**src/rtl/pe_dispatch_if.sv**
```systemverilog
// Handshake bundle between the top-level controller and pe_dispatch_scheduler.
// The controller side (master) drives batch start, batch size, stall and the
// per-PE finish pulses. The scheduler side (slave) returns the per-PE start
// pulses, job IDs and busy mask, plus the batch status and counters.
interface pe_dispatch_if #(
    parameter int NUM_PE   = 4,
    parameter int JOB_ID_W = 8
);
    logic                         i_start;
    logic [JOB_ID_W:0]            i_num_jobs;
    logic                         i_stall;
    logic [NUM_PE-1:0]            i_pe_finish;
    logic [NUM_PE-1:0]            o_pe_start;
    logic [NUM_PE*JOB_ID_W-1:0]   o_pe_job_id;
    logic [NUM_PE-1:0]            o_pe_busy;
    logic                         o_busy;
    logic                         o_done;
    logic [JOB_ID_W:0]            o_issued;
    logic [JOB_ID_W:0]            o_completed;
    logic                         o_err;

    modport master (
        output i_start, i_num_jobs, i_stall, i_pe_finish,
        input  o_pe_start, o_pe_job_id, o_pe_busy, o_busy, o_done,
               o_issued, o_completed, o_err
    );

    modport slave (
        input  i_start, i_num_jobs, i_stall, i_pe_finish,
        output o_pe_start, o_pe_job_id, o_pe_busy, o_busy, o_done,
               o_issued, o_completed, o_err
    );
endinterface

```
**src/rtl/pe_dispatch_scheduler.sv**
```systemverilog
// Job-level scheduler for an array of NUM_PE identical PEs.
// A batch of N jobs is issued in ID order 0..N-1, at most one per cycle, to the
// first free PE found scanning round-robin from the PE after the last one used.
// Busy state per PE follows the start/finish handshakes; o_done pulses once
// all issued jobs have reported finish.
// Ports:
//   i_clk  - clock, everything on the rising edge
//   i_rst  - synchronous active-high reset
//   bus    - pe_dispatch_if slave: start/size/stall/finish in; per-PE start,
//            job ID, busy mask, batch busy/done, issued/completed counts,
//            sticky protocol error out
module pe_dispatch_scheduler #(
    parameter int NUM_PE   = 4,
    parameter int JOB_ID_W = 8
) (
    input  logic         i_clk,
    input  logic         i_rst,
    pe_dispatch_if.slave bus
);
    localparam int RR_W  = (NUM_PE > 1) ? $clog2(NUM_PE) : 1;
    localparam int CNT_W = JOB_ID_W + 1;

    typedef enum logic [1:0] {IDLE, DISPATCH, DRAIN, DONE} state_t;

    state_t                           state, state_nxt;
    logic [RR_W-1:0]                  rr, rr_nxt;
    logic [NUM_PE-1:0]                busy, pe_start;
    logic [NUM_PE-1:0][JOB_ID_W-1:0]  job_id;
    logic [CNT_W-1:0]                 num_jobs, issued, completed;
    logic                             err, done;

    logic                             found, issue;
    logic [RR_W-1:0]                  sel_idx;
    logic [NUM_PE-1:0]                sel_oh, valid_fin, bad_fin;
    logic [CNT_W-1:0]                 fin_cnt;

    // Round-robin pick over the registered busy mask. A PE freed on this edge
    // only becomes eligible next cycle, so start and free never share an edge.
    always_comb begin
        int idx;
        idx     = 0;
        found   = 1'b0;
        sel_idx = '0;
        for (int i = 0; i < NUM_PE; i++) begin
            idx = (int'(rr) + i) % NUM_PE;
            if (!found && !busy[idx[RR_W-1:0]]) begin
                found   = 1'b1;
                sel_idx = idx[RR_W-1:0];
            end
        end
        issue  = (state == DISPATCH) && (issued < num_jobs) && !bus.i_stall && found;
        sel_oh = '0;
        if (issue) sel_oh[sel_idx] = 1'b1;
        rr_nxt = (sel_idx == RR_W'(NUM_PE - 1)) ? '0 : sel_idx + 1'b1;
    end

    // Finishes on busy PEs count; finishes on idle PEs are protocol errors.
    always_comb begin
        valid_fin = bus.i_pe_finish & busy;
        bad_fin   = bus.i_pe_finish & ~busy;
        fin_cnt   = '0;
        for (int i = 0; i < NUM_PE; i++) fin_cnt = fin_cnt + CNT_W'(valid_fin[i]);
    end

    always_ff @(posedge i_clk) begin
        if (i_rst) state <= IDLE;
        else       state <= state_nxt;
    end

    always_comb begin
        state_nxt = state;
        case (state)
            IDLE:     if (bus.i_start)
                          state_nxt = (bus.i_num_jobs == '0) ? DONE : DISPATCH;
            DISPATCH: if (issue && (issued + CNT_W'(1) == num_jobs)) state_nxt = DRAIN;
            DRAIN:    if (completed == num_jobs) state_nxt = DONE;
            DONE:     state_nxt = IDLE;
            default:  state_nxt = IDLE;
        endcase
    end

    always_ff @(posedge i_clk) begin
        if (i_rst) begin
            rr        <= '0;
            busy      <= '0;
            pe_start  <= '0;
            job_id    <= '0;
            num_jobs  <= '0;
            issued    <= '0;
            completed <= '0;
            err       <= 1'b0;
            done      <= 1'b0;
        end else begin
            pe_start <= sel_oh;
            // Registered off the DONE state: the pulse lands as the FSM re-enters IDLE.
            done     <= (state == DONE);
            if (state == IDLE) begin
                // Finishes seen in IDLE are ignored entirely.
                if (bus.i_start) begin
                    num_jobs  <= bus.i_num_jobs;
                    issued    <= '0;
                    completed <= '0;
                    busy      <= '0;
                    err       <= 1'b0;
                end
            end else begin
                busy      <= (busy & ~valid_fin) | sel_oh;
                completed <= completed + fin_cnt;
                if (|bad_fin) err <= 1'b1;
                if (issue) begin
                    job_id[sel_idx] <= issued[JOB_ID_W-1:0];
                    issued          <= issued + CNT_W'(1);
                    rr              <= rr_nxt;
                end
            end
        end
    end

    assign bus.o_pe_start  = pe_start;
    assign bus.o_pe_job_id = job_id;
    assign bus.o_pe_busy   = busy;
    assign bus.o_busy      = (state != IDLE);
    assign bus.o_done      = done;
    assign bus.o_issued    = issued;
    assign bus.o_completed = completed;
    assign bus.o_err       = err;
endmodule

```
**src/flat_wrapper.sv**
```systemverilog
// flat-port wrapper written by rule: the top's interface ports become plain ports
module pe_dispatch_scheduler_flat 
#(
    parameter int NUM_PE   = 4,
    parameter int JOB_ID_W = 8
)
  (i_clk, i_rst, bus_i_start, bus_i_num_jobs, bus_i_stall, bus_i_pe_finish, bus_o_pe_start, bus_o_pe_job_id, bus_o_pe_busy, bus_o_busy, bus_o_done, bus_o_issued, bus_o_completed, bus_o_err);
  pe_dispatch_if #(.NUM_PE(NUM_PE), .JOB_ID_W(JOB_ID_W)) bus_i ();
  input  logic i_clk;
  input  logic i_rst;
  input wire logic [$bits(bus_i.i_start)-1:0] bus_i_start;
  input wire logic [$bits(bus_i.i_num_jobs)-1:0] bus_i_num_jobs;
  input wire logic [$bits(bus_i.i_stall)-1:0] bus_i_stall;
  input wire logic [$bits(bus_i.i_pe_finish)-1:0] bus_i_pe_finish;
  output wire logic [$bits(bus_i.o_pe_start)-1:0] bus_o_pe_start;
  output wire logic [$bits(bus_i.o_pe_job_id)-1:0] bus_o_pe_job_id;
  output wire logic [$bits(bus_i.o_pe_busy)-1:0] bus_o_pe_busy;
  output wire logic [$bits(bus_i.o_busy)-1:0] bus_o_busy;
  output wire logic [$bits(bus_i.o_done)-1:0] bus_o_done;
  output wire logic [$bits(bus_i.o_issued)-1:0] bus_o_issued;
  output wire logic [$bits(bus_i.o_completed)-1:0] bus_o_completed;
  output wire logic [$bits(bus_i.o_err)-1:0] bus_o_err;
  assign bus_i.i_start = bus_i_start;
  assign bus_i.i_num_jobs = bus_i_num_jobs;
  assign bus_i.i_stall = bus_i_stall;
  assign bus_i.i_pe_finish = bus_i_pe_finish;
  assign bus_o_pe_start = bus_i.o_pe_start;
  assign bus_o_pe_job_id = bus_i.o_pe_job_id;
  assign bus_o_pe_busy = bus_i.o_pe_busy;
  assign bus_o_busy = bus_i.o_busy;
  assign bus_o_done = bus_i.o_done;
  assign bus_o_issued = bus_i.o_issued;
  assign bus_o_completed = bus_i.o_completed;
  assign bus_o_err = bus_i.o_err;
  pe_dispatch_scheduler #(.NUM_PE(NUM_PE), .JOB_ID_W(JOB_ID_W)) u_core (.i_clk(i_clk), .i_rst(i_rst), .bus(bus_i));
endmodule
```
**config.mk**
```make
export PLATFORM = sky130hd
export DESIGN_NAME = pe_dispatch_scheduler_flat
export DESIGN_NICKNAME = d
export VERILOG_FILES = /design/src/rtl/pe_dispatch_if.sv /design/src/rtl/pe_dispatch_scheduler.sv /design/src/flat_wrapper.sv
export SDC_FILE = /design/constraint.sdc
export NUM_CORES = 1
export LEC_CHECK = 0
export ABC_AREA = 1
export CAP_MARGIN = 15
export CORE_UTILIZATION = 23
export DETAILED_ROUTE_END_ITERATION = 12
export HOLD_SLACK_MARGIN = 0.15
export SKIP_LAST_GASP = 1
export SYNTH_ARGS = -nofsm -noshare
export SYNTH_HDL_FRONTEND = slang
export SYNTH_SLANG_ARGS = --single-unit
export TNS_END_PERCENT = 50
```
**constraint.sdc**
```tcl
create_clock -name i_clk -period 4.9 [get_ports i_clk]
set_clock_uncertainty 0.15 [all_clocks]
set_input_delay 1.225 -clock i_clk [delete_from_list [all_inputs] [get_ports i_clk]]
set_output_delay 1.225 -clock i_clk [all_outputs]
set_load 0.01 [all_outputs]
```
==> results.cfg <==
[clock_tree]
insertion_delay_ns = 0.35
tritoncts = built
root_buffer = clkbuf_16
postCtsSetupRepairBufs = 0
h-tree-depth = 3
hold_buffers = 0
path_clk_slew_ns = 0.06
numCtsBuffers = 9
cts_resized = 0
cts_sinks = 73
cts.path.max_buffers = 2

[synth]
synth_commonest_cells = 105 x nand2_1, 81 x nor2_1, 73 x dfxtp_1
async_reset_ff_share_pct = 0
yosys.area.top_type = dfxtp_1
yosysWarnings = 0
synthesis.nets = 592
synth_cell_types = 42
ys.flop_type = dfxtp_1
synth-edff-count = 0
synth_top_area_share_pct = 35.56
ys_seq_elements = 73
synth_area_um2 = 4110
postSynthAreaPerCell_um2 = 7.473
synth_area_leaders = dfxtp_1 36%, nand2_1 9.6%, nor2_1 7.4%
synth.most_common_cell = nand2_1
ys_seq_area_share_pct = 35.56
syn_inst = 550

[power]
p_int_w = 0.001204
power_switching_w = 0.0006254
leakagePower_nw = 2.084
clkPwrFrac_pct = 37.1
comb_power_share_pct = 25.9
ir_worst_vdd_uv = 130.9
switching_share_pct = 34.19
pwr-share-seq_pct = 37.0
finalPower_w = 0.001829
p_per_area_nw_per_um2 = 342.3

[sta]
rsz0062_at_grt = no
period_needed_ns = 4.198
worst_pin_slew_ns = 0.8110
max_freq_ghz = 0.2382
fin_tns_setup_ns = 0
maxSlewHeadroom_pct = 45.80
period_share_pct = 85.68
setup_viol = 0
slew_violations = 0
hold_viol = 0

[cells_and_area]
antenna_cells = 0
nets = 663
syn_to_final_growth_pct = 30.02
drive_gt1_share_pct = 12.14

[floorplan]
num_rows = 48
dieArea_um2 = 18410
start_util_pct = 23.68
die_w_um = 135.7
core_area_um2 = 17360
chipHeight_um = 135.7
pin_count = 78

[global_route]
grt_pass1_vias = 3379
grt_start_max_net_pins = 49
grt_antenna_before_repair = 0
grt_util_all_layers_pct = 12.83
grt_pass1_wl_um = 17930
gr-total-overflow = 0

[routing]
first_pass_iters = 4
num_vias = 3702
wl_per_cell_um = 13.47
final_antenna_net_count = 0
dr.first_iter.drc_count = 161
vias_per_cell = 4.350
wirelength_um = 11460
drc_errors = 0

[critical_path]
critical_path.max_fanout = 3
cp.required_ns = 4.97
worstSetupEndpointType = register
crit_type = in2reg
cp-start-kind = input pin
worstPathArrival_ns = 4.27

[placement]
io_buffer_count = 77
routabilityCongestion = 0.7984
dpl.hpwl_um = 8389

[outcome]
status = finished clean

[flow_run]
drv_cap = 0

[worst_hold_path]
hold_class = reg2reg
## per-stage QoR
| stage | cells | hold slack, ns | setup slack (ns) | area [um2] | util [%] |
|---|---|---|---|---|---|
| floorplan | 550 | 0.3154 | 0.9758 | 4110 | - |
| CTS | 851 | 0.3031 | 0.6816 | 5344 | 30.79 |
| global placement | 835 | 0.2931 | 0.4038 | 5037 | 29.02 |
| finish | 851 | 0.3009 | 0.7015 | 5344 | 30.79 |
| global route | 851 | 0.3193 | 0.5576 | 5344 | 30.79 |
| detailed placement | 835 | 0.2946 | 0.3410 | 5037 | 29.02 |
## worst max-delay path, cell delays in order
cell             delay, ns
clkdlybuf4s50_1       0.47
nand2_1               0.06
inv_1                 0.07
ha_1                  0.22
inv_1                 0.07
fa_1                  0.41
inv_1                 0.06
ha_1                  0.16
inv_1                 0.05
fa_1                  0.37
or2_2                 0.32
a21oi_1               0.16
and3_1                0.21
nand3_1               0.12
o211ai_1              0.19
o41ai_1               0.10
## path summary, 6_finish.rpt
path                            slack (ns)  depth (start not counted)                      start                         to
worst min register to register        0.30                          2  u_core.bus.o_pe_job_id[9]  u_core.bus.o_pe_job_id[9]
worst max-delay path                  0.70                         16         bus_i_pe_finish[0]  u_core.bus.o_completed[8]
worst min-delay path                  0.30                          2  u_core.bus.o_pe_job_id[9]  u_core.bus.o_pe_job_id[9]
worst max register to register        1.61                         15    u_core.bus.o_pe_busy[1]  u_core.bus.o_completed[8]
## per-layer routing
layer  wire length, um  GRT usage (%)
met1              5499          16.80
met2              5170          20.12
met3               604          3.255
met4               188          4.744
met5                 0              0
## kinds of logic (layout without fill, tap and decap cells)
group,count (synthesis),after routing,synth area share (%)
AND/OR/NAND/NOR,245,245,26.91
flip-flops,73,73,35.56
XOR/XNOR,8,8,2.161
buffers and inverters,89,165,9.741
adder cells (fa/ha/maj),25,25,7.976
AO/OA/AOI/OAI,110,110,17.66
## registers in the layout, summed over array words and instances (netlist names)
register,cells
u_core.bus.o_pe_start,4
u_core.bus.o_issued,9
u_core.rr,2
u_core.bus.o_pe_busy,4
u_core.bus.o_completed,9
u_core.bus.o_done,1
u_core.bus.o_err,1
u_core.bus.o_pe_job_id,32
u_core.num_jobs,9
u_core.state,2
## cell usage in the layout (no fill, tap or decap), drive strengths merged, types with 2 or more instances in the layout
master,instances
nand4,8
or2,2
clkbuf,10
clkinv,4
inv,69
clkinvlp,2
nor2,83
o22ai,2
nand2,111
nor3,3
nor4,2
dfxtp,73
nand3,34
a21oi,72
xor2,3
o21ai,26
clkdlybuf4s50,76
o211ai,5
xnor2,5
buf,3
fa,2
ha,23
## power groups by stage
stage	Combinational (W)	Clock [W]	Sequential [W]
CTS	0.000477	0.000698	0.000678
finish	0.000473	0.000679	0.000677
floorplan	0.000356	0	0.000675
global placement	0.000470	0	0.000692
global route	0.000535	0.000720	0.000683
detailed placement	0.000474	0	0.000690
## layout make-up
type                    count  area, um2
clock buffers              10      239.0
clock inverters             6      67.56
fillers                  1841      12010
inverters                  70      265.3
multi-input cells         388       2248
flip-flops and latches     73       1461
well taps                 225      281.5
repair buffers             79      780.7
Power figures use the tool's default switching activity.
